`src/rtl/fft_bitrev_reorder.sv`:
```
// Reorders bit-reversed radix-2 DIF FFT output pairs into natural bin order.
// Two ping-pong frame buffers, each split into LO/HI banks; one word per beat out.
//
// Per-buffer state | meaning
//   S_EMPTY        | free, may become the write target
//   S_FILL         | partially written by the input side
//   S_FULL         | whole frame written, waiting for the read side
//   S_DRAIN        | reads issued, waiting for bin N-1 to leave the output
module fft_bitrev_reorder #(
  parameter int BW    = 16,
  parameter int LOG2N = 6
) (
  input  logic             i_clk,
  input  logic             i_rst,
  input  logic             i_in_valid,
  output logic             o_in_ready,
  input  logic [BW-1:0]    i_in_real0,
  input  logic [BW-1:0]    i_in_imag0,
  input  logic [BW-1:0]    i_in_real1,
  input  logic [BW-1:0]    i_in_imag1,
  output logic             o_out_valid,
  input  logic             i_out_ready,
  output logic [BW-1:0]    o_out_real,
  output logic [BW-1:0]    o_out_imag,
  output logic [LOG2N-1:0] o_out_index,
  output logic             o_out_last
);

  localparam int N  = 1 << LOG2N;
  localparam int H  = N / 2;
  localparam int AW = LOG2N - 1;
  localparam int DW = 2 * BW;

  typedef enum logic [1:0] {S_EMPTY, S_FILL, S_FULL, S_DRAIN} buf_state_t;

  function automatic logic [AW-1:0] f_bitrev(input logic [AW-1:0] a);
    logic [AW-1:0] v;
    for (int i = 0; i < AW; i++) v[i] = a[AW-1-i];
    return v;
  endfunction

  buf_state_t       r_state     [2];
  buf_state_t       w_state_nxt [2];

  logic             r_wptr, r_rptr, r_dptr;
  logic [AW-1:0]    r_wcnt;
  logic [LOG2N-1:0] r_rcnt;

  logic [DW-1:0]    r_mem_lo [0:2*H-1];
  logic [DW-1:0]    r_mem_hi [0:2*H-1];

  logic             r_rd_vld;
  logic [DW-1:0]    r_rd_data;
  logic [LOG2N-1:0] r_rd_idx;

  logic             r_out_vld;
  logic [DW-1:0]    r_out_data;
  logic [LOG2N-1:0] r_out_idx;

  logic             r_skid_vld;
  logic [DW-1:0]    r_skid_data;
  logic [LOG2N-1:0] r_skid_idx;

  logic             w_wr, w_wr_last, w_rd_avail, w_rd_issue, w_rd_last, w_pop, w_out_last;
  logic [AW-1:0]    w_waddr;
  logic [1:0]       w_occ;

  assign o_in_ready = !i_rst && (r_state[r_wptr] == S_EMPTY || r_state[r_wptr] == S_FILL);
  assign w_wr       = i_in_valid && o_in_ready;
  assign w_wr_last  = (r_wcnt == AW'(H-1));
  assign w_waddr    = f_bitrev(r_wcnt);

  // Words already committed downstream (RAM output + output reg + skid) must
  // still fit in the two output slots once this cycle's pop is accounted for.
  assign w_pop      = r_out_vld && i_out_ready;
  assign w_occ      = {1'b0, r_out_vld} + {1'b0, r_skid_vld} + {1'b0, r_rd_vld};
  assign w_rd_avail = (r_state[r_rptr] == S_FULL) || (r_state[r_rptr] == S_DRAIN);
  assign w_rd_issue = w_rd_avail && (w_occ <= (2'd1 + {1'b0, w_pop}));
  assign w_rd_last  = (r_rcnt == LOG2N'(N-1));
  assign w_out_last = (r_out_idx == LOG2N'(N-1));

  assign o_out_valid = r_out_vld;
  assign o_out_real  = r_out_data[DW-1:BW];
  assign o_out_imag  = r_out_data[BW-1:0];
  assign o_out_index = r_out_idx;
  assign o_out_last  = r_out_vld && w_out_last;

  always_comb begin
    w_state_nxt = r_state;
    for (int i = 0; i < 2; i++) begin
      case (r_state[i])
        S_EMPTY: if (w_wr && r_wptr == 1'(i))
                   w_state_nxt[i] = w_wr_last ? S_FULL : S_FILL;
        S_FILL:  if (w_wr && r_wptr == 1'(i) && w_wr_last)
                   w_state_nxt[i] = S_FULL;
        S_FULL:  if (w_rd_issue && r_rptr == 1'(i))
                   w_state_nxt[i] = S_DRAIN;
        S_DRAIN: if (w_pop && w_out_last && r_dptr == 1'(i))
                   w_state_nxt[i] = S_EMPTY;
        default: w_state_nxt[i] = S_EMPTY;
      endcase
    end
  end

  always_ff @(posedge i_clk) begin
    if (w_wr) begin
      r_mem_lo[{r_wptr, w_waddr}] <= {i_in_real0, i_in_imag0};
      r_mem_hi[{r_wptr, w_waddr}] <= {i_in_real1, i_in_imag1};
    end
    if (w_rd_issue)
      r_rd_data <= r_rcnt[AW] ? r_mem_hi[{r_rptr, r_rcnt[AW-1:0]}]
                              : r_mem_lo[{r_rptr, r_rcnt[AW-1:0]}];
  end

  always_ff @(posedge i_clk) begin
    if (i_rst) begin
      r_state     <= '{S_EMPTY, S_EMPTY};
      r_wptr      <= 1'b0;
      r_rptr      <= 1'b0;
      r_dptr      <= 1'b0;
      r_wcnt      <= '0;
      r_rcnt      <= '0;
      r_rd_vld    <= 1'b0;
      r_rd_idx    <= '0;
      r_out_vld   <= 1'b0;
      r_out_data  <= '0;
      r_out_idx   <= '0;
      r_skid_vld  <= 1'b0;
      r_skid_data <= '0;
      r_skid_idx  <= '0;
    end else begin
      r_state <= w_state_nxt;

      if (w_wr) begin
        r_wcnt <= r_wcnt + 1'b1;
        if (w_wr_last) r_wptr <= ~r_wptr;
      end

      r_rd_vld <= w_rd_issue;
      if (w_rd_issue) begin
        r_rd_idx <= r_rcnt;
        r_rcnt   <= r_rcnt + 1'b1;
        if (w_rd_last) r_rptr <= ~r_rptr;
      end

      if (w_pop && w_out_last) r_dptr <= ~r_dptr;

      // Output reg is the head of a 2-deep queue; the skid only fills on a stall.
      if (!r_out_vld || w_pop) begin
        if (r_skid_vld) begin
          r_out_vld   <= 1'b1;
          r_out_data  <= r_skid_data;
          r_out_idx   <= r_skid_idx;
          r_skid_vld  <= r_rd_vld;
          r_skid_data <= r_rd_data;
          r_skid_idx  <= r_rd_idx;
        end else if (r_rd_vld) begin
          r_out_vld  <= 1'b1;
          r_out_data <= r_rd_data;
          r_out_idx  <= r_rd_idx;
        end else begin
          r_out_vld <= 1'b0;
        end
      end else if (r_rd_vld) begin
        r_skid_vld  <= 1'b1;
        r_skid_data <= r_rd_data;
        r_skid_idx  <= r_rd_idx;
      end
    end
  end

endmodule
```
`config.mk`:
```
export PLATFORM = sky130hd
export DESIGN_NAME = fft_bitrev_reorder
export DESIGN_NICKNAME = d
export VERILOG_FILES = /design/src/rtl/fft_bitrev_reorder.sv
export SDC_FILE = /design/constraint.sdc
export NUM_CORES = 2
export LEC_CHECK = 0
export BUFFER_PORTS_ARGS = -buffer_cell sky130_fd_sc_hd__buf_2
export CAP_MARGIN = 15
export CORE_ASPECT_RATIO = 2
export CORE_UTILIZATION = 51
export DETAILED_ROUTE_END_ITERATION = 6
export PLACE_DENSITY = 0.72
export SYNTH_ARGS = -nofsm -noshare
export SYNTH_HDL_FRONTEND = slang
export SYNTH_SLANG_ARGS = --single-unit
```
`constraint.sdc`:
```
create_clock -name i_clk -period 6.95 [get_ports i_clk]
set_clock_uncertainty 0.1 [all_clocks]
set_input_delay 0.695 -clock i_clk [delete_from_list [all_inputs] [get_ports i_clk]]
set_output_delay 0.695 -clock i_clk [all_outputs]
set_load 0.02 [all_outputs]
```
==> metrics.txt <==
WP data arrival slightly below 6000 ps; Req. time, crit path 7440 ps; DRT Pass-1 Iters 7; Post-CTS Hold Fix Bufs 0; area leader, netlist edfxtp_1; leakage 53.6 nW; CP Launch Point r_rcnt[0]; Post-DRT Antenna Nets 0; Clock Tree Buf Depth 4; switching share of power 0.235; Internal Pwr Total roughly 42 mW; P per Cell Area slightly above 300 mW/mm^2; critical path's top delay family compound AO/OA/AOI/OAI gates; Worst-path clk slew approximately 70 ps; # rows roughly 300; failing checks DRC; simple-gate share of the synthesized area 0.0114; peak supply drop roughly 0.24 mV; final WL a little under 500000 um; switching power approximately 13 mW; critical-path cell list buf_12 > buf_4 > mux4_2 > a211oi_1 > a221oi_1 > a221oi_1 > a31oi_1; Synth area leaders edfxtp_1 (77%), mux4_2 (12%), mux2i_1 (3.8%), dfxtp_1 (1.3%), o221ai_1 (0.78%); Post-CTS Setup Bufs 0; initial antenna violation count 26; CP Launch Type flop; CTS tree built; die width between 400 and 500 um; clock tree sinks 4231; Resized cells post-CTS 0; Slew Limit Headroom 0.0851; nets 7873; CP Class reg2reg; Setup WS post-layout 1680 ps; fin. max-slew vios 0; vias around 84000; Final setup viols 0; Die Ht 799 um; Yosys top cell area share 0.765; Worst R2R Start r_rcnt[0]; DR iter-0 viols roughly 12000; worst slew pin tran about 1400 ps; worst hold margin ~28 ps; Place WS about 1800 ps; htree depth 5; Buffers on Ports ~110; FMAX about 190 MHz; r2r setup slk between 1500 and 2000 ps; Synth Area in Compound Gates 0.0368; fin crit share 0.759; RSZ-0062 raised after global routing no; Layout fillers approximately 22000; Initial Utilization 0.513; MaxCap Viol Count 0; Boundary Pins 109; All-Layer GR Usage 0.298; setup TNS 0 ps; Root Driver clkbuf_16; placed cells between 10000 and 15000; Post-synth EDFFs between 4000 and 5000; main combinational cell family by area after synthesis multiplexers; share of layout cells above drive strength 1 0.233; worst hold start i_in_real0[11]; R2R Path End r_rd_data[21]; worst min-delay path class in2reg; Flop pwr share 0.522; Mapped Avg Cell Area 21.7 um^2; Logic pwr share 0.119; Synthesized Nets between 7000 and 8000; Worst-Skew Late Latency 920 ps; Worst Path Buf+Inv 2; Clk network pwr share 0.359; adder-cell share of the synthesized area 0.00128; DR vias/cell ~6.9; Top FF cell, synth edfxtp_1; CORE AREA between 0.3 and 0.4 mm^2; largest net degree at the start of global routing approximately 110; CP Capture Type flop; Placer Congestion between 0.9 and 1; synthesis-to-finish area growth 11.1%; YS warnings 0; routed len/inst between 30 and 40 um; Fin. Hold Viols 0; crit-path max cell delay about 1100 ps; critical path depth 7; first-pass GRT wire length about 660000 um; Crit-path slowest cell dfxtp_4; DRC errors left 5; final cell count without fillers about 12000; R2R cell count 7; Critical path destination r_rd_data[21]; overall power about 54 mW; crit path max fanout between 70 and 80; vias in the first global route about 84000; Die ar. between 0.3 and 0.4 mm^2; Post-Syn Area between 0.15 and 0.2 mm^2; xor/xnor share of the synthesized area 0.000595; Unique masters post-synth between 60 and 70; Post-synth ARST share 0; total global routing overflow 0; dpl hpwl about 280000 um; CTS buffer count roughly 340; Cells after Synth approximately 7500; Synth Register Bits 4231; status finished with violations; register area share after synthesis 0.778; Final Critical Period ~5300 ps; most frequent CP cell a221oi_1; mux cell area share after synthesis 0.155
## power by group through the flow
stage	logic [mW]	registers, mW	clock network (mW)
global placement	6.38	28.9	0
detailed placement	6.47	28.9	0
CTS	6.49	28.4	19.6
global route	6.78	28.4	20.5
finish	6.48	28.4	19.5
floorplan	4.79	28.8	0
## registers in the layout, indices dropped and copies added (netlist names), 6 cells and up
name / flops
r_mem_hi: 2048
r_mem_lo: 2048
r_out_data: 32
r_rd_data: 32
r_skid_data: 32
o_out_index: 6
r_rcnt: 6
r_rd_idx: 6
r_skid_idx: 6
## per-layer routing
layer / GRT usage / part of all wire / vias to the layer above
met3: 0.0556 / 0.099 / 1567
met4: 0.233 / 0.094 / 22
met2: 0.505 / 0.50 / 6057
met1: 0.334 / 0.31 / 43800
met5: 0 / 0.00029 / -
li1: - / - / 32100
## how the worst min path moves through the flow
stage	end	cells after the start
final	r_mem_lo[11][27]	1
after global placement	r_skid_idx[1]	2
after floorplan	r_skid_idx[0]	2
after global routing	r_mem_lo[11][27]	1
after CTS	r_mem_hi[26][30]	1
after detailed placement	r_skid_idx[0]	2
## through the flow
stage	cell area, um^2	util
floorplan	162000	-
global placement	169000	0.533
detailed placement	169000	0.534
CTS	180000	0.568
global route	180000	0.569
finish	180000	0.569
## Yosys cell counts, types with 17 or more instances
library cell  number
edfxtp_1        4128
mux4_2           837
mux2i_1          614
a21oi_1          216
nand2_1          164
nor2_1           162
o221ai_1         144
clkbuf_1         142
buf_2            120
a211oi_1         112
dfxtp_1          103
a22oi_1           96
o21ai_0           80
buf_4             75
buf_6             68
o22ai_1           56
a221oi_1          51
buf_1             30
a22o_1            26
nand3_1           23
a2111oi_0         17
## area by class of cell
cell class                 instances  area (um^2)  area share
antenna                            8         20.0    0.000111
clock buffer                     381         8730      0.0485
clock inverter                   217         2170      0.0120
inverter                          17         68.8    0.000382
multi-input combinational       2774        33800       0.188
sequential                      4231       126000       0.701
tap                             4116         5150      0.0286
timing repair buffer             430         3940      0.0219
## layout by cell type, fill, tap and decap left out, types with 108 or more instances in the layout
cell type	n
clkbuf_16	343
edfxtp_1	4128
nand2_1	163
buf_2	108
a211oi_1	111
o221ai_1	144
a21oi_1	214
buf_4	242
mux2i_1	614
mux4_2	837
## kinds of logic after synthesis
| group | Yosys count |
|---|---|
| muxes | 1462 |
| xor gates and xnor gates | 11 |
| adders and majority gates | 16 |
| DFF | 4231 |
| and+or+nand+nor | 426 |
| buffers and inverters | 459 |
| AOI/OAI and AO/OA | 859 |
Power figures use the tool's default switching activity.
